$ cat config.mk
export PLATFORM = sky130hd
export DESIGN_NAME = axi_rd_responder_flat
export DESIGN_NICKNAME = d
export VERILOG_FILES = /design/src/rtl/axi_rd_responder_if.sv /design/src/rtl/axi_rd_responder.sv /design/src/flat_wrapper.sv
export SDC_FILE = /design/constraint.sdc
export NUM_CORES = 1
export LEC_CHECK = 0
export BUFFER_PORTS_ARGS = -buffer_cell sky130_fd_sc_hd__buf_2
export CORE_MARGIN = 1
export CORE_UTILIZATION = 50
export DETAILED_ROUTE_END_ITERATION = 10
export GPL_ROUTABILITY_DRIVEN = 0
export PLACE_DENSITY = 0.66
export SYNTH_ARGS = -nofsm -noshare
export SYNTH_HDL_FRONTEND = slang
export SYNTH_SLANG_ARGS = --single-unit
$ cat constraint.sdc
create_clock -name clock -period 15.58 [get_ports clock]
set_input_delay 3.116 -clock clock [delete_from_list [all_inputs] [get_ports clock]]
set_output_delay 3.116 -clock clock [all_outputs]
set_load 0.03 [all_outputs]
$ cat src/rtl/axi_rd_responder_if.sv
// axi_rd_responder_if: AXI read-only bus (AR + R channels).
// master drives AR and rready; slave drives arready and R.
interface axi_rd_responder_if #(
    parameter int ADDR_LEN = 32,
    parameter int DATA_LEN = 64,
    parameter int ID_LEN   = 6,
    parameter int LEN_SIZE = 4
);
    logic [ID_LEN-1:0]   axi_arid;
    logic [ADDR_LEN-1:0] axi_araddr;
    logic [LEN_SIZE-1:0] axi_arlen;
    logic [2:0]          axi_arsize;
    logic [1:0]          axi_arburst;
    logic                axi_arvalid;
    logic                axi_arready;
    logic [ID_LEN-1:0]   axi_rid;
    logic [DATA_LEN-1:0] axi_rdata;
    logic [1:0]          axi_rresp;
    logic                axi_rlast;
    logic                axi_rvalid;
    logic                axi_rready;

    modport master (
        output axi_arid, axi_araddr, axi_arlen, axi_arsize,
        output axi_arburst, axi_arvalid, axi_rready,
        input  axi_arready, axi_rid, axi_rdata, axi_rresp,
        input  axi_rlast, axi_rvalid
    );

    modport slave (
        input  axi_arid, axi_araddr, axi_arlen, axi_arsize,
        input  axi_arburst, axi_arvalid, axi_rready,
        output axi_arready, axi_rid, axi_rdata, axi_rresp,
        output axi_rlast, axi_rvalid
    );
endinterface

$ cat src/rtl/axi_rd_responder.sv
// axi_rd_responder: in-order AXI read slave with fixed minimum latency.
// Ports: clock, reset_n (async low), bus (slave modport: AR in, R out),
//   outstanding (bursts accepted, not yet returned), beat_count (R beats).
// Optional: define AXI_RD_RESPONDER_DECERR_EN for DECERR at addr >= MEM_SIZE.
// rdata = {beat index + 1, beat address}; zero on DECERR bursts.
module axi_rd_responder #(
    parameter int          ADDR_LEN    = 32,
    parameter int          DATA_LEN    = 64,
    parameter int          ID_LEN      = 6,
    parameter int          LEN_SIZE    = 4,
    parameter int          OUTSTANDING = 8,
    parameter int          LATENCY     = 8,
    parameter logic [31:0] MEM_SIZE    = 32'h1000_0000
) (
    input  logic                         clock,
    input  logic                         reset_n,
    axi_rd_responder_if.slave            bus,
    output logic [$clog2(OUTSTANDING):0] outstanding,
    output logic [31:0]                  beat_count
);
    localparam int PW = $clog2(OUTSTANDING);
    localparam int TW = 15;
    localparam int LW = LEN_SIZE + 1;
    localparam int CW = (ADDR_LEN > 32) ? ADDR_LEN : 32;

    typedef struct packed {
        logic                err;
        logic [TW-1:0]       stamp;
        logic [2:0]          size;
        logic [LEN_SIZE-1:0] len;
        logic [ADDR_LEN-1:0] addr;
        logic [ID_LEN-1:0]   id;
    } ent_t;

    typedef enum logic {IDLE, BURST} state_t;

    ent_t                fifo [OUTSTANDING];
    logic [PW-1:0]       wr_ptr, rd_ptr, nx_ptr;
    logic [PW:0]         cnt, cnt_nxt;
    logic [TW-1:0]       ts;
    state_t              state;
    logic [LEN_SIZE-1:0] beat, cur_len, adv_beat;
    logic [ADDR_LEN-1:0] addr, adv_addr;
    logic [2:0]          cur_size;
    logic                cur_err;
    logic                push, pop, hs, head_ok, next_ok;
    logic                load, adv, fin, dec_err;
    ent_t                head, nxt, ld;
    logic                unused_ok;

    // Age is taken modulo 2^15 so the free-running stamp may wrap.
    function automatic logic ripe(input logic [TW-1:0] now,
                                  input logic [TW-1:0] stamp);
        logic [TW-1:0] age;
        age = now - stamp;
        return age >= TW'(LATENCY);
    endfunction

    function automatic logic [DATA_LEN-1:0] beat_data(
        input logic [ADDR_LEN-1:0] a,
        input logic [LEN_SIZE-1:0] n,
        input logic                err
    );
        logic [DATA_LEN-1:0] d;
        d = DATA_LEN'(a) | (DATA_LEN'(LW'(n) + LW'(1)) << ADDR_LEN);
        return err ? '0 : d;
    endfunction

`ifdef AXI_RD_RESPONDER_DECERR_EN
    assign dec_err   = CW'(bus.axi_araddr) >= CW'(MEM_SIZE);
    assign unused_ok = ^bus.axi_arburst;
`else
    assign dec_err   = 1'b0;
    assign unused_ok = ^{bus.axi_arburst, MEM_SIZE};
`endif

    assign hs       = bus.axi_rvalid && bus.axi_rready;
    assign pop      = hs && bus.axi_rlast;
    assign push     = bus.axi_arvalid && bus.axi_arready;
    assign cnt_nxt  = cnt + (PW+1)'(push) - (PW+1)'(pop);
    assign nx_ptr   = rd_ptr + PW'(1);
    assign head     = fifo[rd_ptr];
    assign nxt      = fifo[nx_ptr];
    assign head_ok  = (cnt != '0) && ripe(ts, head.stamp);
    // An entry pushed this cycle is never ripe, so cnt > 1 suffices.
    assign next_ok  = (cnt > (PW+1)'(1)) && ripe(ts, nxt.stamp);
    assign ld       = (state == BURST) ? nxt : head;
    assign load     = ((state == IDLE) && head_ok) || (pop && next_ok);
    assign adv      = hs && !bus.axi_rlast;
    assign fin      = pop && !next_ok;
    assign adv_beat = beat + LEN_SIZE'(1);
    assign adv_addr = addr + (ADDR_LEN'(1) << cur_size);

    assign outstanding = cnt;

    always_ff @(posedge clock) begin
        if (push)
            fifo[wr_ptr] <= '{dec_err, ts, bus.axi_arsize, bus.axi_arlen,
                              bus.axi_araddr, bus.axi_arid};
    end

    always_ff @(posedge clock or negedge reset_n) begin
        if (!reset_n) begin
            ts              <= '0;
            wr_ptr          <= '0;
            rd_ptr          <= '0;
            cnt             <= '0;
            beat_count      <= '0;
            bus.axi_arready <= 1'b0;
        end else begin
            ts              <= ts + TW'(1);
            cnt             <= cnt_nxt;
            bus.axi_arready <= cnt_nxt != (PW+1)'(OUTSTANDING);
            if (push) wr_ptr <= wr_ptr + PW'(1);
            if (pop)  rd_ptr <= nx_ptr;
            if (hs)   beat_count <= beat_count + 32'd1;
        end
    end

    always_ff @(posedge clock or negedge reset_n) begin
        if (!reset_n) begin
            state          <= IDLE;
            beat           <= '0;
            cur_len        <= '0;
            cur_size       <= '0;
            cur_err        <= 1'b0;
            addr           <= '0;
            bus.axi_rvalid <= 1'b0;
            bus.axi_rlast  <= 1'b0;
            bus.axi_rid    <= '0;
            bus.axi_rdata  <= '0;
            bus.axi_rresp  <= '0;
        end else begin
            unique case (1'b1)
                load: begin
                    state          <= BURST;
                    beat           <= '0;
                    addr           <= ld.addr;
                    cur_len        <= ld.len;
                    cur_size       <= ld.size;
                    cur_err        <= ld.err;
                    bus.axi_rvalid <= 1'b1;
                    bus.axi_rid    <= ld.id;
                    bus.axi_rdata  <= beat_data(ld.addr, '0, ld.err);
                    bus.axi_rresp  <= {2{ld.err}};
                    bus.axi_rlast  <= ld.len == '0;
                end
                adv: begin
                    beat          <= adv_beat;
                    addr          <= adv_addr;
                    bus.axi_rdata <= beat_data(adv_addr, adv_beat, cur_err);
                    bus.axi_rlast <= adv_beat == cur_len;
                end
                fin: begin
                    state          <= IDLE;
                    bus.axi_rvalid <= 1'b0;
                    bus.axi_rlast  <= 1'b0;
                end
                default: ;
            endcase
        end
    end
endmodule

$ cat src/flat_wrapper.sv
// flat-port wrapper written by rule: the top's interface ports become plain ports
module axi_rd_responder_flat 
#(
    parameter int          ADDR_LEN    = 32,
    parameter int          DATA_LEN    = 64,
    parameter int          ID_LEN      = 6,
    parameter int          LEN_SIZE    = 4,
    parameter int          OUTSTANDING = 8,
    parameter int          LATENCY     = 8,
    parameter logic [31:0] MEM_SIZE    = 32'h1000_0000
)
  (clock, reset_n, outstanding, beat_count, bus_axi_arid, bus_axi_araddr, bus_axi_arlen, bus_axi_arsize, bus_axi_arburst, bus_axi_arvalid, bus_axi_rready, bus_axi_arready, bus_axi_rid, bus_axi_rdata, bus_axi_rresp, bus_axi_rlast, bus_axi_rvalid);
  axi_rd_responder_if #(.ADDR_LEN(ADDR_LEN), .DATA_LEN(DATA_LEN), .ID_LEN(ID_LEN), .LEN_SIZE(LEN_SIZE)) bus_i ();
  input  logic clock;
  input  logic reset_n;
  output logic [$clog2(OUTSTANDING):0] outstanding;
  output logic [31:0] beat_count;
  input wire logic [$bits(bus_i.axi_arid)-1:0] bus_axi_arid;
  input wire logic [$bits(bus_i.axi_araddr)-1:0] bus_axi_araddr;
  input wire logic [$bits(bus_i.axi_arlen)-1:0] bus_axi_arlen;
  input wire logic [$bits(bus_i.axi_arsize)-1:0] bus_axi_arsize;
  input wire logic [$bits(bus_i.axi_arburst)-1:0] bus_axi_arburst;
  input wire logic [$bits(bus_i.axi_arvalid)-1:0] bus_axi_arvalid;
  input wire logic [$bits(bus_i.axi_rready)-1:0] bus_axi_rready;
  output wire logic [$bits(bus_i.axi_arready)-1:0] bus_axi_arready;
  output wire logic [$bits(bus_i.axi_rid)-1:0] bus_axi_rid;
  output wire logic [$bits(bus_i.axi_rdata)-1:0] bus_axi_rdata;
  output wire logic [$bits(bus_i.axi_rresp)-1:0] bus_axi_rresp;
  output wire logic [$bits(bus_i.axi_rlast)-1:0] bus_axi_rlast;
  output wire logic [$bits(bus_i.axi_rvalid)-1:0] bus_axi_rvalid;
  assign bus_i.axi_arid = bus_axi_arid;
  assign bus_i.axi_araddr = bus_axi_araddr;
  assign bus_i.axi_arlen = bus_axi_arlen;
  assign bus_i.axi_arsize = bus_axi_arsize;
  assign bus_i.axi_arburst = bus_axi_arburst;
  assign bus_i.axi_arvalid = bus_axi_arvalid;
  assign bus_i.axi_rready = bus_axi_rready;
  assign bus_axi_arready = bus_i.axi_arready;
  assign bus_axi_rid = bus_i.axi_rid;
  assign bus_axi_rdata = bus_i.axi_rdata;
  assign bus_axi_rresp = bus_i.axi_rresp;
  assign bus_axi_rlast = bus_i.axi_rlast;
  assign bus_axi_rvalid = bus_i.axi_rvalid;
  axi_rd_responder #(.ADDR_LEN(ADDR_LEN), .DATA_LEN(DATA_LEN), .ID_LEN(ID_LEN), .LEN_SIZE(LEN_SIZE), .OUTSTANDING(OUTSTANDING), .LATENCY(LATENCY), .MEM_SIZE(MEM_SIZE)) u_core (.clock(clock), .reset_n(reset_n), .bus(bus_i), .outstanding(outstanding), .beat_count(beat_count));
endmodule
==> results.txt <==
- Result of the run: finished with violations
- Violated checks: DRC
* CP required: 16.05 ns
* Core Region: 57600 um^2
* CTS max path bufs: 3
- The placed instances occupy a cell area of 30500 um^2.
- The largest single stage delay on the critical path is 0.96 ns.
- Half-perimeter wire length after placement: 40300 um
- Max-Cap Viols: 0
- The first detailed-routing pass took 11 iterations.
- Sort of element at the start of the critical path: flop
* Remaining design rule violation count: 2
- Min-Delay Path Class: reg -> reg
* Antenna-violating nets left: 0
- Setup repair after global routing missed its margin: no
- The count of final hold-check violations is 0.
- The cell sitting at the root of the clock tree is a clkbuf_16.
* Crit Path Max Fanout: 46
- Prior to clock tree synthesis, the placed netlist has a worst setup slack of 8.29 ns.
- DIE HEIGHT: 243 um
- Finished layout cell area: 32600 um^2
- TritonCTS built the clock tree.
* Die Footprint: 59200 um^2
* Share of the clock period used by the worst path: 46.7%
- Pin count of the biggest net entering global routing: 113
* Share of synthesized registers carrying an async set or reset: 19.2%
- Dividing the synthesized area by the synthesized cell count gives 15.8 um^2.
- Global routing consumed, on the met2 layer, 39.3% of the routing resources.
- For this block, the via count after detailed routing is 17300.
* Net count of the finished layout: 2069
- On the critical path, the stage with the largest delay is an instance of o21ai_1.
- For the pin with the worst max-slew slack, the measured transition is 1.07 ns.
- In this run the core area contains 88 standard-cell rows.
* Relative area change from synthesis to final layout: 12.2%
- Critical path class: reg -> reg
* Number of buffers added by the clock tree synthesis step: 67
- Global-route congestion overflow total: 0
- Antenna violations before repair: 9
- Traced cell by cell, the critical path runs through ha_4 > xor2_4 > buf_4 > mux2i_1 > ha_1 > nor2b_1 > o31ai_2 > a21oi_1 > or4_1 > o311ai_0 > o2111ai_1 > o21ai_1 > nand2_2 > o311a_1.
- Routing usage on met1: 32.0%
- Buffers inserted to repair hold after CTS numbered 0.
- The number of slew-limit violations in the final report came to 0.
* Clock insertion delay at the later pin of the skew report: 0.61 ns
* Fmax achieved: 137 MHz
* Worst rel slew slack: 28.2%
- Gate count of the mapped netlist: 1846
- Sum of negative setup slack: 0 ns
- Summed over all instances, the cell type with the most area after synthesis is edfxtp_1.
- Power density of the placed cells: 199 nW/um^2
- The initial utilization of the core area, before any placement, comes to 50.5%.
* Leak Pwr: 11.6 nW
- Wire length of the first global-routing pass: 105000 um
* Die outline width: 243 um
- Period minus WS final: 7.28 ns
- Routed WL per cell: 24.7 um
* Final-report setup violation count: 0
- Yosys attributes the largest share of cell area to edfxtp_1 (50%), mux4_2 (19%), dfrtp_1 (9.8%), nand2_1 (2.2%), ha_1 (2.1%).
- Post-synth cell types: 73
- For this run, the total global-route usage over all layers was measured as 23.6%.
* Global-route track usage on met3: 4.64%
- Most congested layer reported by global routing: met2
- Reg clk slew, reported paths: 0.06 ns
- IR drop worst, VDD: 0.190 mV
- Synth warn: 0
- Clock tree skew after final layout: 0.0227 ns
- The synthesized design contains 480 enable-type register cells.
- Syn Std Cell Area: 29100 um^2
* Post-synthesis register bit count: 594
* Via count of the first global-routing pass: 17600
* Minimum setup slack in the final design: 8.30 ns
- The post-route netlist has 27.6% of its cells at a drive strength greater than 1.
- IO Pins: 162
- Ys flop type: edfxtp_1
- Initial DRC Count: 1446
- The count of buffers added on input and output ports is 130.
* DRT Wirelength: 68600 um
- Gates resized, CTS repair: 0
- At the worst endpoint, the arrival time is 7.75 ns.
- The clock net in this run drives a total of 594 sinks.
* Sequential cell area fraction in the yosys report: 59.3%
- The H-tree was split into 3 levels.
- Post-CTS setup repair buffer count: 0
- The synthesized design devotes to its leading area cell type 49.5% of total area.
- STA classifies the critical path endpoint as a flop.
- In the routed layout, each cell is associated on average with a via count of 6.22.
==> registers in the layout (all words and copies together) (netlist names) <==
register and count:
u_core.bus.axi_rvalid 1, u_core.fifo 480, u_core.ts 15, u_core.bus.axi_rlast 1, u_core.bus.axi_rid 6, u_core.beat 4, u_core.addr 31, u_core.bus.axi_arready 1
u_core.outstanding 4, u_core.beat_count 32, u_core.bus.axi_rdata 6, u_core.cur_size 3, u_core.rd_ptr 3, u_core.wr_ptr 3, u_core.cur_len 4
==> Yosys cell counts, types with 33 or more instances <==
cell type and number:
edfxtp_1 480, mux4_2 240, nand2_1 173, dfrtp_1 114, nand3_1 52, o21ai_0 52
clkbuf_1 51, xnor2_1 49, ha_1 48, nor2_1 46, a211oi_1 41, a31oi_1 40
buf_4 36, buf_2 34, mux2i_1 34, nor2b_1 33
==> where the power goes <==
part           total [mW]  internal, mW  switching [mW]
Clock                1.57         0.936           0.630
Combinational        2.72          1.23            1.49
Sequential           2.20          1.99           0.207
==> critical path: cells and delay by family, from the launching register on <==
kind,cells,cell delay [ns]
adder cells (fa/ha/maj),2,0.54
buffers and inverters,1,0.78
multiplexers,1,0.32
AND/OR/NAND/NOR,3,1.43
flip-flops,1,0.80
XOR/XNOR,1,0.60
AO/OA/AOI/OAI,6,2.59
==> metal layers <==
metal | vias to the layer above | share of wire, %
li1 | 7586 | -
met1 | 9005 | 42
met2 | 571 | 49
met3 | 129 | 6.4
met4 | 14 | 2.1
met5 | - | 0.13
==> cell usage in the layout, fill, tap and decap left out, types with 7 or more instances in the layout <==
master       n
a211oi_1    41
a21oi_1     31
a31oi_1     40
and2_1      11
and3_1      25
and4_1       7
buf_2      129
buf_4       31
clkbuf_1    15
clkbuf_16   71
clkinv_1     8
clkinv_2     9
conb_1      29
dfrtp_1    110
edfxtp_1   480
ha_1        47
inv_1       32
mux2_2      32
mux2i_1     34
mux4_2     240
nand2_1    172
nand2b_1     9
nand3_1     52
nand4_1      8
nor2_1      43
nor2b_1     33
nor3_1      14
o211a_1     11
o21a_1      10
o21ai_0     52
o22ai_1      8
xnor2_1     48
xor2_1      26
==> worst paths after layout <==
path / from / endpoint / slack [ns] / cells past startpoint
worst min register to register: u_core.beat_count[21]$_DFFE_PN0P_ / u_core.beat_count[21]$_DFFE_PN0P_ / 0.48 / 1
worst max register to register: u_core.rd_ptr[1]$_DFFE_PN0P_ / u_core.addr[14]$_DFFE_PN0P_ / 8.30 / 14
min in group asynchronous: reset_n / u_core.beat_count[3]$_DFFE_PN0P_ / 2.47 / 1
max in group asynchronous: reset_n / u_core.rd_ptr[2]$_DFFE_PN0P_ / 11.65 / 2
worst max-delay path: u_core.rd_ptr[1]$_DFFE_PN0P_ / u_core.addr[14]$_DFFE_PN0P_ / 8.30 / 14
worst min-delay path: u_core.beat_count[21]$_DFFE_PN0P_ / u_core.beat_count[21]$_DFFE_PN0P_ / 0.48 / 1
==> through the flow <==
stage / power (mW) / hold WS, ns / cells / util (%)
6_report: 6.48 / 0.485 / 2782 / 56.7
5_1_grt: 6.82 / 0.510 / 2781 / 56.7
4_1_cts: 6.54 / 0.483 / 2781 / 56.7
3_5_place_dp: 4.97 / 0.476 / 2664 / 52.9
3_3_place_gp: 4.91 / 0.455 / 2664 / 52.9
2_1_floorplan: 4.27 / 0.490 / 1874 / -
==> cells by family after synthesis <==
group | Yosys count | share of synthesized area (%)
flops | 594 | 59.3
simple gates | 402 | 6.62
mux | 306 | 21.0
compound gates | 248 | 5.75
buf+inv | 169 | 2.80
xor+xnor | 76 | 2.29
fa+ha+maj | 50 | 2.20
other cells | 1 | 0.0129
==> layout make-up <==
cell class	instances	area [um^2]
diodes	1	2.50
clock buffers	87	1850
clock inverters	30	315
fillers	4441	24900
inverters	32	120
multi-input cells	1111	11200
flip-flops and latches	594	17300
well taps	765	957
repair buffers	162	910
Note: power is estimated with default switching activity, not from simulation.
